<file path="src/rtl/frame_geometry.sv">
// rtl/frame_geometry.sv - video frame geometry monitor with lock qualification
module frame_geometry #(
  parameter int DIM_W       = 8,
  parameter int LOCK_FRAMES = 2
) (
  input  logic             Clk,
  input  logic             Reset,
  input  logic             FrameIn,
  input  logic             LineIn,
  output logic [DIM_W-1:0] Width,
  output logic [DIM_W-1:0] Height,
  output logic             Locked,
  output logic             FrameDone,
  output logic             Overflow
);

  localparam logic [DIM_W-1:0] maxCount   = '1;
  localparam logic [DIM_W-1:0] oneCount   = {{(DIM_W-1){1'b0}}, 1'b1};
  localparam logic [3:0]       lockTarget = 4'(LOCK_FRAMES);

  typedef enum logic [1:0] {
    stSearch = 2'd0,
    stVerify = 2'd1,
    stLocked = 2'd2
  } lockState_t;

  // Edge-detect history; resets high so a stream already in flight is ignored.
  logic             frameQ;
  logic             lineQ;

  // Per-frame measurement state.
  logic             armed;
  logic             inLine;
  logic [DIM_W-1:0] lineCnt;
  logic [DIM_W-1:0] heightCnt;
  logic [DIM_W-1:0] refWidth;
  logic             haveRef;
  logic             mismatch;
  logic             satFrame;

  // Lock qualification state.
  lockState_t       state;
  logic [DIM_W-1:0] candWidth;
  logic [DIM_W-1:0] candHeight;
  logic [3:0]       stableCnt;

  logic             frameRise;
  logic             frameActive;
  logic             lineRise;
  logic             lineGrow;
  logic             lineClose;
  logic             frameEnd;
  logic             lineSat;
  logic             heightSat;
  logic             satNow;
  logic             closeMismatch;
  logic [DIM_W-1:0] endWidth;
  logic             endHasLine;
  logic             endGood;
  logic             candMatch;
  logic [3:0]       stableNext;

  // Decode strobes, line/frame events and the frame-end verdict.
  always_comb begin
    frameRise     = FrameIn & ~frameQ;
    // The rising edge itself already belongs to the frame so a line starting
    // on that edge is counted.
    frameActive   = FrameIn & (armed | frameRise);
    lineRise      = LineIn & ~lineQ & frameActive;
    lineGrow      = LineIn & inLine & frameActive & ~lineRise;
    // A close is still honoured on the frame-end edge (FrameIn already low).
    lineClose     = ~LineIn & lineQ & inLine & armed;
    frameEnd      = armed & ~FrameIn;
    lineSat       = lineGrow & (lineCnt == maxCount);
    heightSat     = lineRise & ~frameRise & (heightCnt == maxCount);
    satNow        = lineSat | heightSat;
    closeMismatch = lineClose & haveRef & (lineCnt != refWidth);
    // A line closing on the frame-end edge may be the first one of the frame.
    endWidth      = haveRef ? refWidth : lineCnt;
    endHasLine    = haveRef | lineClose;
    endGood       = endHasLine & ~mismatch & ~closeMismatch & ~LineIn & ~satFrame;
    candMatch     = (endWidth == candWidth) & (heightCnt == candHeight);
    stableNext    = stableCnt + 4'd1;
  end

  // Measure line length, line count and per-frame consistency.
  always_ff @(posedge Clk or posedge Reset) begin
    if (Reset) begin
      frameQ    <= 1'b1;
      lineQ     <= 1'b1;
      armed     <= 1'b0;
      inLine    <= 1'b0;
      lineCnt   <= '0;
      heightCnt <= '0;
      refWidth  <= '0;
      haveRef   <= 1'b0;
      mismatch  <= 1'b0;
      satFrame  <= 1'b0;
      Overflow  <= 1'b0;
    end else begin
      frameQ <= FrameIn;
      lineQ  <= LineIn;

      if (frameRise) begin
        armed <= 1'b1;
      end else if (frameEnd) begin
        armed <= 1'b0;
      end

      if (lineRise) begin
        inLine <= 1'b1;
      end else if (lineClose || frameEnd || frameRise) begin
        inLine <= 1'b0;
      end

      if (lineRise) begin
        lineCnt <= oneCount;
      end else if (lineGrow && !lineSat) begin
        lineCnt <= lineCnt + oneCount;
      end

      if (frameRise) begin
        heightCnt <= lineRise ? oneCount : '0;
      end else if (lineRise && !heightSat) begin
        heightCnt <= heightCnt + oneCount;
      end

      if (frameRise) begin
        haveRef <= 1'b0;
      end else if (lineClose && !haveRef) begin
        haveRef  <= 1'b1;
        refWidth <= lineCnt;
      end

      if (frameRise) begin
        mismatch <= 1'b0;
      end else if (closeMismatch) begin
        mismatch <= 1'b1;
      end

      if (frameRise) begin
        satFrame <= 1'b0;
      end else if (satNow) begin
        satFrame <= 1'b1;
      end

      if (satNow) begin
        Overflow <= 1'b1;
      end
    end
  end

  // Lock FSM: qualify consecutive identical good frames and publish geometry.
  always_ff @(posedge Clk or posedge Reset) begin
    if (Reset) begin
      state      <= stSearch;
      candWidth  <= '0;
      candHeight <= '0;
      stableCnt  <= '0;
      Width      <= '0;
      Height     <= '0;
      Locked     <= 1'b0;
      FrameDone  <= 1'b0;
    end else begin
      FrameDone <= frameEnd;
      if (frameEnd) begin
        case (state)
          stSearch: begin
            if (endGood) begin
              candWidth  <= endWidth;
              candHeight <= heightCnt;
              stableCnt  <= 4'd1;
              if (LOCK_FRAMES == 1) begin
                state  <= stLocked;
                Width  <= endWidth;
                Height <= heightCnt;
                Locked <= 1'b1;
              end else begin
                state <= stVerify;
              end
            end
          end
          stVerify: begin
            if (!endGood) begin
              state <= stSearch;
            end else if (candMatch) begin
              stableCnt <= stableNext;
              if (stableNext == lockTarget) begin
                state  <= stLocked;
                Width  <= candWidth;
                Height <= candHeight;
                Locked <= 1'b1;
              end
            end else begin
              candWidth  <= endWidth;
              candHeight <= heightCnt;
              stableCnt  <= 4'd1;
            end
          end
          stLocked: begin
            if (!(endGood && candMatch)) begin
              state  <= stSearch;
              Locked <= 1'b0;
            end
          end
          default: begin
            state  <= stSearch;
            Locked <= 1'b0;
          end
        endcase
      end
    end
  end

endmodule

</file>
<file path="config.mk">
export PLATFORM = sky130hd
export DESIGN_NAME = frame_geometry
export DESIGN_NICKNAME = d
export VERILOG_FILES = /design/src/rtl/frame_geometry.sv
export SDC_FILE = /design/constraint.sdc
export NUM_CORES = 1
export LEC_CHECK = 0
export BUFFER_PORTS_ARGS = -buffer_cell sky130_fd_sc_hd__buf_2
export CAP_MARGIN = 20
export CELL_PAD_IN_SITES_DETAIL_PLACEMENT = 0
export CELL_PAD_IN_SITES_GLOBAL_PLACEMENT = 2
export CORE_ASPECT_RATIO = 0.8
export CORE_MARGIN = 2
export CORE_UTILIZATION = 41
export CTS_CLUSTER_DIAMETER = 150
export DETAILED_ROUTE_END_ITERATION = 16
export PLACE_DENSITY_LB_ADDON = 0.1
export SLEW_MARGIN = 20
export SYNTH_ARGS = -nofsm -noshare
export SYNTH_HDL_FRONTEND = slang
export SYNTH_SLANG_ARGS = --single-unit
</file>
<file path="constraint.sdc">
create_clock -name Clk -period 2.5 [get_ports Clk]
set_input_delay 0.125 -clock Clk [delete_from_list [all_inputs] [get_ports Clk]]
set_output_delay 0.125 -clock Clk [all_outputs]
set_load 0.01 [all_outputs]
</file>
==> results of run 1 <==
[cell usage in the layout (no fill, tap or decap), types with 6 or more instances in the layout]
cell and n:
sky130_fd_sc_hd__mux2_2 21, sky130_fd_sc_hd__inv_1 17, sky130_fd_sc_hd__nor2_1 30, sky130_fd_sc_hd__xnor2_1 30
sky130_fd_sc_hd__mux2i_1 16, sky130_fd_sc_hd__nand4_1 12, sky130_fd_sc_hd__o21ai_0 7, sky130_fd_sc_hd__xor2_1 6
sky130_fd_sc_hd__dfrtp_1 70, sky130_fd_sc_hd__nand2_1 17, sky130_fd_sc_hd__buf_2 22, sky130_fd_sc_hd__buf_4 21
sky130_fd_sc_hd__clkbuf_8 9, sky130_fd_sc_hd__nand3_1 10, sky130_fd_sc_hd__mux2_4 9
[worst register-to-register path, stage by stage, from the launching register on]
cell and delay [ns]:
sky130_fd_sc_hd__dfrtp_1 0.40, sky130_fd_sc_hd__buf_12 0.13, sky130_fd_sc_hd__mux2i_1 0.30, sky130_fd_sc_hd__xnor2_1 0.14, sky130_fd_sc_hd__nor4_2 0.39, sky130_fd_sc_hd__nand4_2 0.22
sky130_fd_sc_hd__nand2_2 0.27, sky130_fd_sc_hd__buf_4 0.21, sky130_fd_sc_hd__mux2i_1 0.22
[power by group]
| group | leakage, µW | total (µW) | internal, µW | switching (µW) |
|---|---|---|---|---|
| clock network | 0.000106 | 1030 | 570 | 463 |
| logic | 0.000994 | 289 | 141 | 148 |
| registers | 0.000944 | 1320 | 1240 | 81.7 |
[sequential cells by signal, summed over array words and instances, names as in the netlist, 2 cells and up]
register / flops
stableCnt: 4
Width: 8
refWidth: 8
candHeight: 8
lineCnt: 8
Height: 8
heightCnt: 8
state: 2
candWidth: 8
[path summary, 6_finish.rpt]
kind | startpoint | to | cells after the start
worst min-delay path | Reset | heightCnt[3] | 4
worst max register to register | haveRef | candWidth[5] | 8
min in group Clk | LineIn | lineQ | 2
max in group asynchronous | Reset | heightCnt[4] | 4
worst min register to register | Overflow | Overflow | 1
worst max-delay path | haveRef | candWidth[5] | 8
[metrics by stage]
| step | setup WS [ns] | power (µW) | cells |
|---|---|---|---|
| 3_5_place_dp | 0.139 | 1630 | 458 |
| 5_1_grt | 0.0212 | 2780 | 477 |
| 4_1_cts | 0.122 | 2680 | 477 |
| 3_3_place_gp | 0.165 | 1630 | 458 |
| 6_report | 0.138 | 2640 | 477 |
| 2_1_floorplan | 0.265 | 1530 | 309 |
[cell type report]
cell class	instances	area, µm²	share of cell area, %
tap	112	140	3.33
inverter	18	67.6	1.61
multi-input combinational	210	1610	38.3
clock buffer	9	124	2.95
timing repair buffer	49	358	8.51
clock inverter	7	101	2.41
sequential	72	1800	42.9
[kinds of logic (layout without fill, tap and decap cells)]
logic type	Yosys count	in the layout	share of synthesized area, %
xor gates and xnor gates	36	36	8.90
and+or+nand+nor	96	96	14.2
adders and majority gates	4	4	1.41
AOI/OAI and AO/OA	26	26	5.22
DFF	72	72	50.9
buffers and inverters	27	83	3.74
muxes	48	48	15.6
[routing by layer]
layer	share of wire (%)	global-route usage [%]	wire, µm	vias up
met3	3.0	4.26	222	9
met1	55	27.0	4020	1129
li1	-	-	-	1181
met2	41	25.0	2980	34
met5	0	0	0	-
met4	1.1	4.90	77	0
[repair_timing]
item,4_1_cts,5_1_grt
resized for setup,0,0
setup endpoints to repair,0,0
endpoints found under the hold margin,72,0
hold buffers,3,0
==> metrics list, run 1 <==
- Outcome: finished, final reports clean
- The repair_antennas step left the layout with diodes totalling 0.
- Row generation in the floorplan step produced 30 rows.
- Most common cell on crit path: sky130_fd_sc_hd__mux2i_1
- In the synthesized netlist the dominant register cell turns out to be sky130_fd_sc_hd__dfrtp_1.
* Number of remaining DRC errors: 0
- Synthesis produced a netlist whose cell count is 309.
- Seq/Total Area, Yosys: 50.9%
- The tool flagged a number of max-cap violations equal to 0.
* Initial standard-cell utilization of the core: 42.0%
- Layout net count: 368
- Data required, critical path: 2.75 ns
* CTS HTree Levels: 3
- The first routing iteration left 123 violations.
- Setup fix buffers added after clock tree synthesis: 0
* Quantity of I/O buffers inserted on ports: 22
- Clock-pin slew was measured on the worst setup and hold paths at 0.08 ns.
* Most area-consuming cells after synthesis: sky130_fd_sc_hd__dfrtp_1 49%, sky130_fd_sc_hd__xnor2_1 7.4%, sky130_fd_sc_hd__mux2_2 6.7%
* DPL Wire Length: 5330 µm
* Placed cell area: 0.00395 mm²
- IR analysis of the VDD net gives a maximum drop of 0.277 mV.
- The number of global-route vias before repair came to 2406.
- The worst setup path is captured at a flop.
* Number of enable-type register cells in the synthesized netlist: 0
- Synthesized net count: 317
- In this run the mean area of a mapped cell was 11.5 µm².
* Area of the die: 0.00941 mm²
- Clock tree synthesis selected as its root buffer the cell sky130_fd_sc_hd__clkbuf_8.
- Setup repair after global routing left no endpoint under its margin.
- Entering global routing, the biggest net connects 73 pins.
- Data arrival time at the worst-slack endpoint: 2.61 ns
- The number of max-slew violations in the final report was 0.
* GR Util All Layers: 17.7%
* Number of storage elements in the synthesis netlist: 72
* Largest area contributor in the synthesized netlist: sky130_fd_sc_hd__dfrtp_1
- 23 I/O pins were placed.
- Cell with the largest stage delay on the worst path: sky130_fd_sc_hd__dfrtp_1
- Number of setup violations in the final report: 0
* CP max FO: 10
- For this run, the share of the core covered by cells in the final layout is 49.8%.
* 1st-pass router iterations: 4
* Total CTS buffers: 9
- On the worst path, the slowest cell contributes a delay of 0.40 ns.
- Post-synthesis cell area: 0.00354 mm²
* Number of failing hold endpoints at the final stage: 0
- Dividing total power by cell area gives a power density of 628 mW/mm².
- After synthesis, the most frequently instantiated cells are 70 x sky130_fd_sc_hd__dfrtp_1, 30 x sky130_fd_sc_hd__nor2_1, 30 x sky130_fd_sc_hd__xnor2_1.
* Transition time at the pin with the least slew margin: 0.437 ns
- Post-route clock skew: 0.0122 ns
- Area of the core region: 0.00845 mm²
- TritonCTS built the clock tree.
* Worst reg-to-reg setup slack: 0.14 ns
- Routability congestion estimate: 0.798
* Final ANT Viol Nets: 0
- For the worst-skew pair, the clock arrives at the later sink with an insertion delay of 0.35 ns.
- Deepest clock path buffer count: 2
- Aggregate global routing overflow: 0
* Average vias per placed instance: 4.93
* Highest achievable clock rate: 423 MHz
- Summing all non-filler instances in the final layout gives an area of 0.00420 mm².
- The tightest min-delay check is of the primary input to asynchronous set/reset pin type.
* Total number of vias: 2353
- In this run the horizontal extent of the chip is 108 µm.
- Post-synthesis cell type count: 48
* Min Hold Slack: 0.359 ns
* Time the worst path needs with I/O delays and setup: 2.36 ns
* Crit-path leading delay family: simple AND/OR/NAND/NOR gates
- Walking the worst path, the cells encountered are buf_12 -> mux2i_1 -> xnor2_1 -> nor4_2 -> nand4_2 -> nand2_2 -> buf_4 -> mux2i_1.
- Cells with a size suffix above 1 make up 28.8% of the layout.
* Most numerous cell in the Yosys netlist: sky130_fd_sc_hd__dfrtp_1
- The filler cells instantiated in the layout total 806.
* Wirelength per Cell: 15.3 µm
* Top cell type's share of synthesized area: 49.4%
- Startpoint type of the worst setup path: flop
- The first global-routing pass estimated 12700 µm of wire.
- Antenna violations before repair: 0
- The worst path uses 94.5% of the clock period.
- Die outline height: 87.2 µm
- For this run, the number of Yosys warnings is 0.
- Async set-reset flop share out of synthesis: 100%
* Classification of the worst setup path: flop to flop
* Leakage: 0.00204 µW
- Sum of routed wire length over all layers: 7300 µm
* Count of buffering cells on the critical path with inverters included: 2
- For this design, the sink count on the clock tree is 72.
- After routing, the total negative slack on setup checks comes to 0 ns.
- In this run the tightest slew margin relative to its limit is 70.0%.
- Area growth from synthesis to layout: 18.6%
(Power assumes the default switching activity.)
==> run 2, diff against run 1 <==
--- a/config.mk
+++ b/config.mk
@@ -10,7 +10,6 @@
 export CELL_PAD_IN_SITES_DETAIL_PLACEMENT = 0
 export CELL_PAD_IN_SITES_GLOBAL_PLACEMENT = 2
 export CORE_ASPECT_RATIO = 0.8
-export CORE_MARGIN = 2
 export CORE_UTILIZATION = 41
 export CTS_CLUSTER_DIAMETER = 150
 export DETAILED_ROUTE_END_ITERATION = 16
==> run 2 against run 1 <==
Wire length is 2.3% lower. Combinational power is 5% lower. Setup slack better by 0.0050 ns. Final area is 0.68% lower. Non-clock buffer count is 1 lower. Clock skew is 0.0053 ns lower. Register-to-register slack hardly changed. Hold slack worse by 0.071 ns. Critical endpoint is now stableCnt[3]. Largest cell class unchanged.
==> metrics list, run 2 (synthesized netlist as in run 1, its figures left out) <==
- The run finished with clean final reports.
- Deepest clock path buffer count: 2 (unchanged)
- Final ANT Viol Nets: 0 (unchanged)
- The remaining global-route overflow was 0 (unchanged).
- The highest net fanout along the worst path is 8 (-2).
- In this run the most used layer during global routing was met1.
- STA classifies the critical path endpoint as a flop.
* Antenna violations before repair: 0 (unchanged)
* Die outline height: 85.2 µm (-2.3%)
* Number of pins exceeding their max-slew limit in the final report: 0 (unchanged)
- Layout net count: 367 (-0.27%)
* Time the worst path needs with I/O delays and setup: 2.36 ns (-0.00500 ns)
- The number of vias per cell after detailed routing is 4.94 (about the same).
* Startpoint type of the worst setup path: flop
- Global-route wire length before repair: 11900 µm (-6.3%)
* Number of setup violations in the final report: 0 (unchanged)
- The ratio of final minimum period to clock period was 94.3% (-0.20 points).
- Wirelength per Cell: 15.1 µm (-1.3%)
- The final sum of negative setup slack is 0 ns (unchanged).
- Classification of the worst setup path: flop to flop
* Highest achievable clock rate: 424 MHz (+0.21%)
* Count of inserted antenna diode cells: 0 (unchanged)
* VDD IR-drop max: 0.309 mV (+12%)
- The met2 demand-to-capacity share in global routing came to 24.3% (-0.68 points).
- Clock tree from TritonCTS: yes
- Sum of routed wire length over all layers: 7130 µm (-2.3%)
* Maximum number of pins on one net before global-route repair: 30 (-59%)
- The clock tree skew after final layout came to 0.00690 ns (-0.00527 ns).
* Routability congestion estimate: 0.721 (-9.7%)
* Via count of the first global-routing pass: 2286 (-5.0%)
- The core occupancy in the finished layout came to 51.1% (+1.4 points).
* Data required, critical path: 2.79 ns (+0.04 ns)
* Total CTS buffers: 9 (unchanged)
* Transition time at the pin with the least slew margin: 0.370 ns (-0.0668 ns)
- The number of placed I/O pins is 23 (unchanged).
- Power density relative to cell area: 626 mW/mm² (-0.44%)
- Fraction of layout cells with a size suffix above 1: 29.4% (+0.63 points)
* DPL Wire Length: 5360 µm (+0.59%)
- Leaving out fill and tap cells, the most frequent cell in the layout is sky130_fd_sc_hd__dfrtp_1.
* Clock latency on the worst-skew pair: 0.35 ns (about the same)
- Unrepaired setup endpoints after global routing: false
- The worst slew margin relative to its limit came to 75.3% (+5.3 points).
* Clock transition at the register clock pins on the worst setup and hold paths after CTS: 0.07 ns (about the same)
- The number of DRC markers after the initial detailed-route iteration was 76 (-38%).
* Number of remaining DRC errors: 0 (unchanged)
- In the layout the commonest cells are 69 x sky130_fd_sc_hd__dfrtp_1, 30 x sky130_fd_sc_hd__nor2_1, 30 x sky130_fd_sc_hd__xnor2_1.
- Quantity of I/O buffers inserted on ports: 22 (unchanged)
* GR Util All Layers: 17.6% (-0.15 points)
- Area of the die: 0.00902 mm² (-4.1%)
* Initial standard-cell utilization of the core: 43.4% (+1.4 points)
* # clock sinks: 72 (unchanged)
- CTS HTree Levels: 3 (unchanged)
* Area of the core region: 0.00816 mm² (-3.3%)
* Data arrival time at the worst-slack endpoint: 2.64 ns (+0.03 ns)
- Leakage: 0.00204 µW (-0.27%)
- Die X-Extent: 106 µm (-1.9%)
* Routing usage on met3: 4.61% (+0.35 points)
- Min-Delay Path Class: primary input to asynchronous set/reset pin
* Setup fix buffers added after clock tree synthesis: 0 (unchanged)
* Met1 Use GR: 26.3% (-0.62 points)
* Number of failing hold endpoints at the final stage: 0 (unchanged)
- The count of standard-cell rows is 29 (-3.3%).
- # Max-Cap Violations: 0 (unchanged)
* Filler instances: 743 (-7.8%)
* Library cell used as clock root buffer: sky130_fd_sc_hd__clkbuf_8
* Min Hold Slack: 0.288 ns (-0.0708 ns)
- 1st-pass router iterations: 4 (unchanged)
* Total number of vias: 2330 (-0.98%)
- The area growth from synthesis to layout is 17.8%.
-- run 2: cell count changes in the layout (fill, tap and decap cells not counted), sizes merged --
cell | previous run | this run
inv | 20 | 18
clkinvlp | 2 | 1
buf | 46 | 45
clkbuf | 9 | 10
clkinv | 1 | 3
-- run 2: through the flow --
| step | area [µm²] | setup WS (ns) | cells | power, µW |
|---|---|---|---|---|
| finish | 4170 | 0.143 | 472 | 2610 |
| global route | 4170 | 0.00164 | 472 | 2750 |
| CTS | 4160 | 0.0959 | 472 | 2650 |
| detailed placement | 3910 | 0.00173 | 453 | 1620 |
| global placement | 3910 | 0.0270 | 453 | 1620 |
| floorplan | 3540 | 0.265 | 309 | 1530 |
-- run 2: what timing repair did --
item / 4_1_cts / 5_1_grt
resized for setup: 1 / 3
hold buffers: 3 / 0
hold endpoints to repair: 15 / 0
endpoints found under the setup margin: 2 / 4
-- run 2: final cells by class --
class	count	area (µm²)	share of cell area (%)
clock buffer	10	138	3.30
clock inverter	6	82.6	1.98
inverter	18	67.6	1.62
multi-input combinational	210	1620	38.8
sequential	72	1810	43.3
tap	108	135	3.24
timing repair buffer	48	325	7.79
-- run 2: power by group --
group / switching, µW / internal, µW
Clock: 429 / 583
Sequential: 86.6 / 1240
Combinational: 140 / 135
Total: 655 / 1960
-- run 2: layer usage --
metal	share of wire, %	routed length [µm]
met3	3.5	246
met2	40	2870
met1	55	3950
met5	0	0
met4	0.86	61
-- run 2: path summary, 6_finish.rpt --
| check | start | endpoint | slack (ns) | depth (start not counted) |
|---|---|---|---|---|
| setup / recovery | haveRef | stableCnt[3] | 0.14 | 7 |
| hold / removal | Reset | heightCnt[2] | 0.29 | 3 |
| setup reg to reg | haveRef | stableCnt[3] | 0.14 | 7 |
| hold reg to reg | Overflow | Overflow | 0.47 | 1 |
| max in group asynchronous | Reset | haveRef | 1.50 | 4 |
| min in group Clk | FrameIn | frameQ | 0.47 | 2 |
-- run 2: critical path: stages, from the launching register on --
cell and delay (ns):
sky130_fd_sc_hd__dfrtp_2 0.50, sky130_fd_sc_hd__buf_4 0.20, sky130_fd_sc_hd__a31oi_1 0.04, sky130_fd_sc_hd__or3_1 0.34, sky130_fd_sc_hd__or4_1 0.42, sky130_fd_sc_hd__or4_1 0.48
sky130_fd_sc_hd__a21oi_1 0.21, sky130_fd_sc_hd__a21o_1 0.11
==> run 3, diff against run 2 <==
--- a/config.mk
+++ b/config.mk
@@ -10,7 +10,7 @@
 export CELL_PAD_IN_SITES_DETAIL_PLACEMENT = 0
 export CELL_PAD_IN_SITES_GLOBAL_PLACEMENT = 2
 export CORE_ASPECT_RATIO = 0.8
-export CORE_UTILIZATION = 41
+export CORE_UTILIZATION = 24
 export CTS_CLUSTER_DIAMETER = 150
 export DETAILED_ROUTE_END_ITERATION = 16
 export PLACE_DENSITY_LB_ADDON = 0.1
==> run 3 against run 2 <==
Combinational power rose by 9.5%. Via count rose by 3.4%. Critical path depth rose by 1. Critical endpoint is now candWidth[5]. Sequential share of layout area fell by 3.0 points. Utilization fell by 20 points. Hold slack improved by 0.18 ns. Flip-flop and latch count did not move. Clock skew barely moved. Non-clock buffer count rose by 13. Clock-buffer cell count fell by 1. Cell count rose by 19%. Sequential power barely moved.
==> metrics list, run 3 (synthesized netlist as in run 1, its figures left out) <==
* Outcome: finished, final reports clean
* Number of remaining DRC errors: 0 (unchanged)
- Via count of the first global-routing pass: 2432 (+6.4%)
* # clock sinks: 72 (unchanged)
- Maximum number of pins on one net before global-route repair: 43 (+43%)
- The remaining global-route overflow came to 0 (unchanged).
- Cell with the largest stage delay on the worst path: sky130_fd_sc_hd__dfstp_2
* Classification of the worst setup path: flop to flop
* Number of failing hold endpoints at the final stage: 0 (unchanged)
- The routed length per placed instance is 15.0 µm (-0.97%).
- Top library cells by usage in the layout, fill and taps aside: 70 x sky130_fd_sc_hd__dfrtp_1, 33 x sky130_fd_sc_hd__buf_4, 30 x sky130_fd_sc_hd__nor2_1, 30 x sky130_fd_sc_hd__xnor2_1, 22 x sky130_fd_sc_hd__buf_2
- The signal on the critical path passes through a31oi_1 -> or3_1 -> or4_1 -> nor2_1 -> nand2_2 -> buf_12 -> buf_4 -> mux2i_1.
- Total length of routed met3 wires: 196 µm (-20%)
- The count of standard-cell rows was 39 (+34%).
* GR Util All Layers: 12.3% (-5.3 points)
* Overall power after layout: 3030 µW (+16%)
- Setup TNS Final: 0 ns (unchanged)
- The share of final-layout standard cells stronger than drive strength 1 came to 31.0% (+1.6 points).
- Gates resized, CTS repair: 0 (-1)
- The number of max-slew violations in the final report is 0 (unchanged).
- Die outline height: 111 µm (+30%)
- Worst slew margin relative to its limit: 45.5% (-30 points)
- The tightest hold margin came to 0.469 ns (+0.181 ns).
- Setup repair after global routing left no endpoint under its margin.
- The worst IR drop on VDD is 0.294 mV (-4.9%).
- Sum of routed wire length over all layers: 8390 µm (+18%)
- Met1 wire length: 4680 µm (+19%)
- The highest achievable clock rate was 434 MHz (+2.3%).
- Area growth from synthesis to layout: 26.6%
- The worst hold path belongs to the class primary input to asynchronous set/reset pin.
- Total CTS buffers: 9 (unchanged)
* Area of the die: 0.0153 mm² (+69%)
* Die X-Extent: 138 µm (+30%)
* Crit-path leading delay family: simple AND/OR/NAND/NOR gates
* Total number of vias: 2410 (+3.4%)
* Clock tree from TritonCTS: yes
- The number of detailed-routing iterations run before antenna repair is 6 (+2).
- The placeable core region is 0.0143 mm² (+76%).
* Iter 0 DRT Violations: 111 (+46%)
* DPL Wire Length: 6280 µm (+17%)
- Final ANT Viol Nets: 0 (unchanged)
- The largest stage delay on the critical path is 0.57 ns (+0.07 ns).
* Routability congestion estimate: 0.707 (-1.9%)
- Startpoint type of the worst setup path: flop
- Count of buffering cells on the critical path with inverters included: 2 (+1)
- The number of antenna violations at the first check in global routing is 0 (unchanged).
* Num ports: 23 (unchanged)
- The post-route worst setup slack was 0.196 ns (+0.0535 ns).
- Top Metal Used: met4
- The clock tree skew after final layout came to 0.00663 ns (-0.000273 ns).
- Global-route wire length before repair: 13900 µm (+17%)
- Endpoint class of the critical path: flop
* Worst slack, placed: 0.174 ns (+0.172 ns)
* Transition time at the pin with the least slew margin: 0.818 ns (+0.448 ns)
* Leading cell type in the layout, fill and taps excluded: sky130_fd_sc_hd__dfrtp_1
- The antenna diode count was 0 (unchanged).
- The worst-skew pair later-pin latency is 0.33 ns (-0.02 ns).
* Deepest clock path buffer count: 2 (unchanged)
- Clock transition at the register clock pins on the worst setup and hold paths after CTS: 0.06 ns (about the same)
* Crit share post-route: 92.1% (-2.1 points)
* Quantity of I/O buffers inserted on ports: 22 (unchanged)
* Data arrival time at the worst-slack endpoint: 2.51 ns (-0.13 ns)
* # Max-Cap Violations: 0 (unchanged)
- The highest net fanout along the worst path is 11 (+3).
* Layout net count: 380 (+3.5%)
- The tree is rooted in a sky130_fd_sc_hd__clkbuf_16.
- The total of endpoints with negative setup slack in the final report came to 0 (unchanged).
- Initial standard-cell utilization of the core: 24.7% (-19 points)
* Leakage: 0.00216 µW (+5.9%)
* Time the worst path needs with I/O delays and setup: 2.30 ns (-0.0535 ns)
* Total met2 wirelength after detailed routing: 3420 µm (+19%)
- Power density relative to cell area: 675 mW/mm² (+7.9%)
- Data required, critical path: 2.70 ns (-0.09 ns)
* Average vias per placed instance: 4.30 (-13%)
* Filler instances: 1504 (+100%)
- The number of H-tree levels is 3 (unchanged).
## run 3: worst register-to-register path, delay by kind of cell, from the launching register on
family	cells	cell delay (ns)
and+or+nand+nor	4	1.08
AOI/OAI and AO/OA	1	0.07
buffers and inverters	2	0.33
DFF	1	0.57
muxes	1	0.13
## run 3: metal layers
metal	GRT usage (%)	vias to the layer above
li1	-	1204
met1	19.0	1177
met2	16.2	21
met3	3.16	8
met4	3.70	0
met5	0	-
## run 3: layout make-up
class | count | area [µm²] | share of cell area (%)
tap | 184 | 230 | 5.13
clock inverter | 7 | 103 | 2.29
inverter | 18 | 68.8 | 1.53
timing repair buffer | 61 | 448 | 9.98
clock buffer | 9 | 225 | 5.02
sequential | 72 | 1800 | 40.2
multi-input combinational | 210 | 1610 | 35.8
## run 3: report_power, final
group	internal [µW]	switching [µW]	leakage, µW
Sequential	1240	76.3	0.000944
Clock	886	526	0.000157
Combinational	147	153	0.00106
## run 3: what timing repair did
| action | in CTS | in global routing |
|---|---|---|
| hold buffers | 3 | 0 |
| endpoints found under the setup margin | 0 | 0 |
| setup buffers | 0 | 0 |
| endpoints found under the hold margin | 41 | 0 |
## run 3: metrics by stage
step	utilization, %	instance area, µm²	std cells
after floorplan	-	3540	309
after global placement	28.8	4130	542
after detailed placement	28.8	4130	542
after CTS	31.3	4490	561
after global routing	31.3	4490	561
final	31.3	4490	561
## run 3: final timing paths
path                                      to  startpoint  slack [ns]  cells past startpoint
worst max-delay path            candWidth[5]       lineQ        0.20                      8
worst min-delay path              lineCnt[2]       Reset        0.47                      3
worst max register to register  candWidth[5]       lineQ        0.20                      8
worst min register to register      Overflow    Overflow        0.48                      1
max in group asynchronous       stableCnt[1]       Reset        1.37                      4
min in group Clk                       lineQ      LineIn        0.48                      2
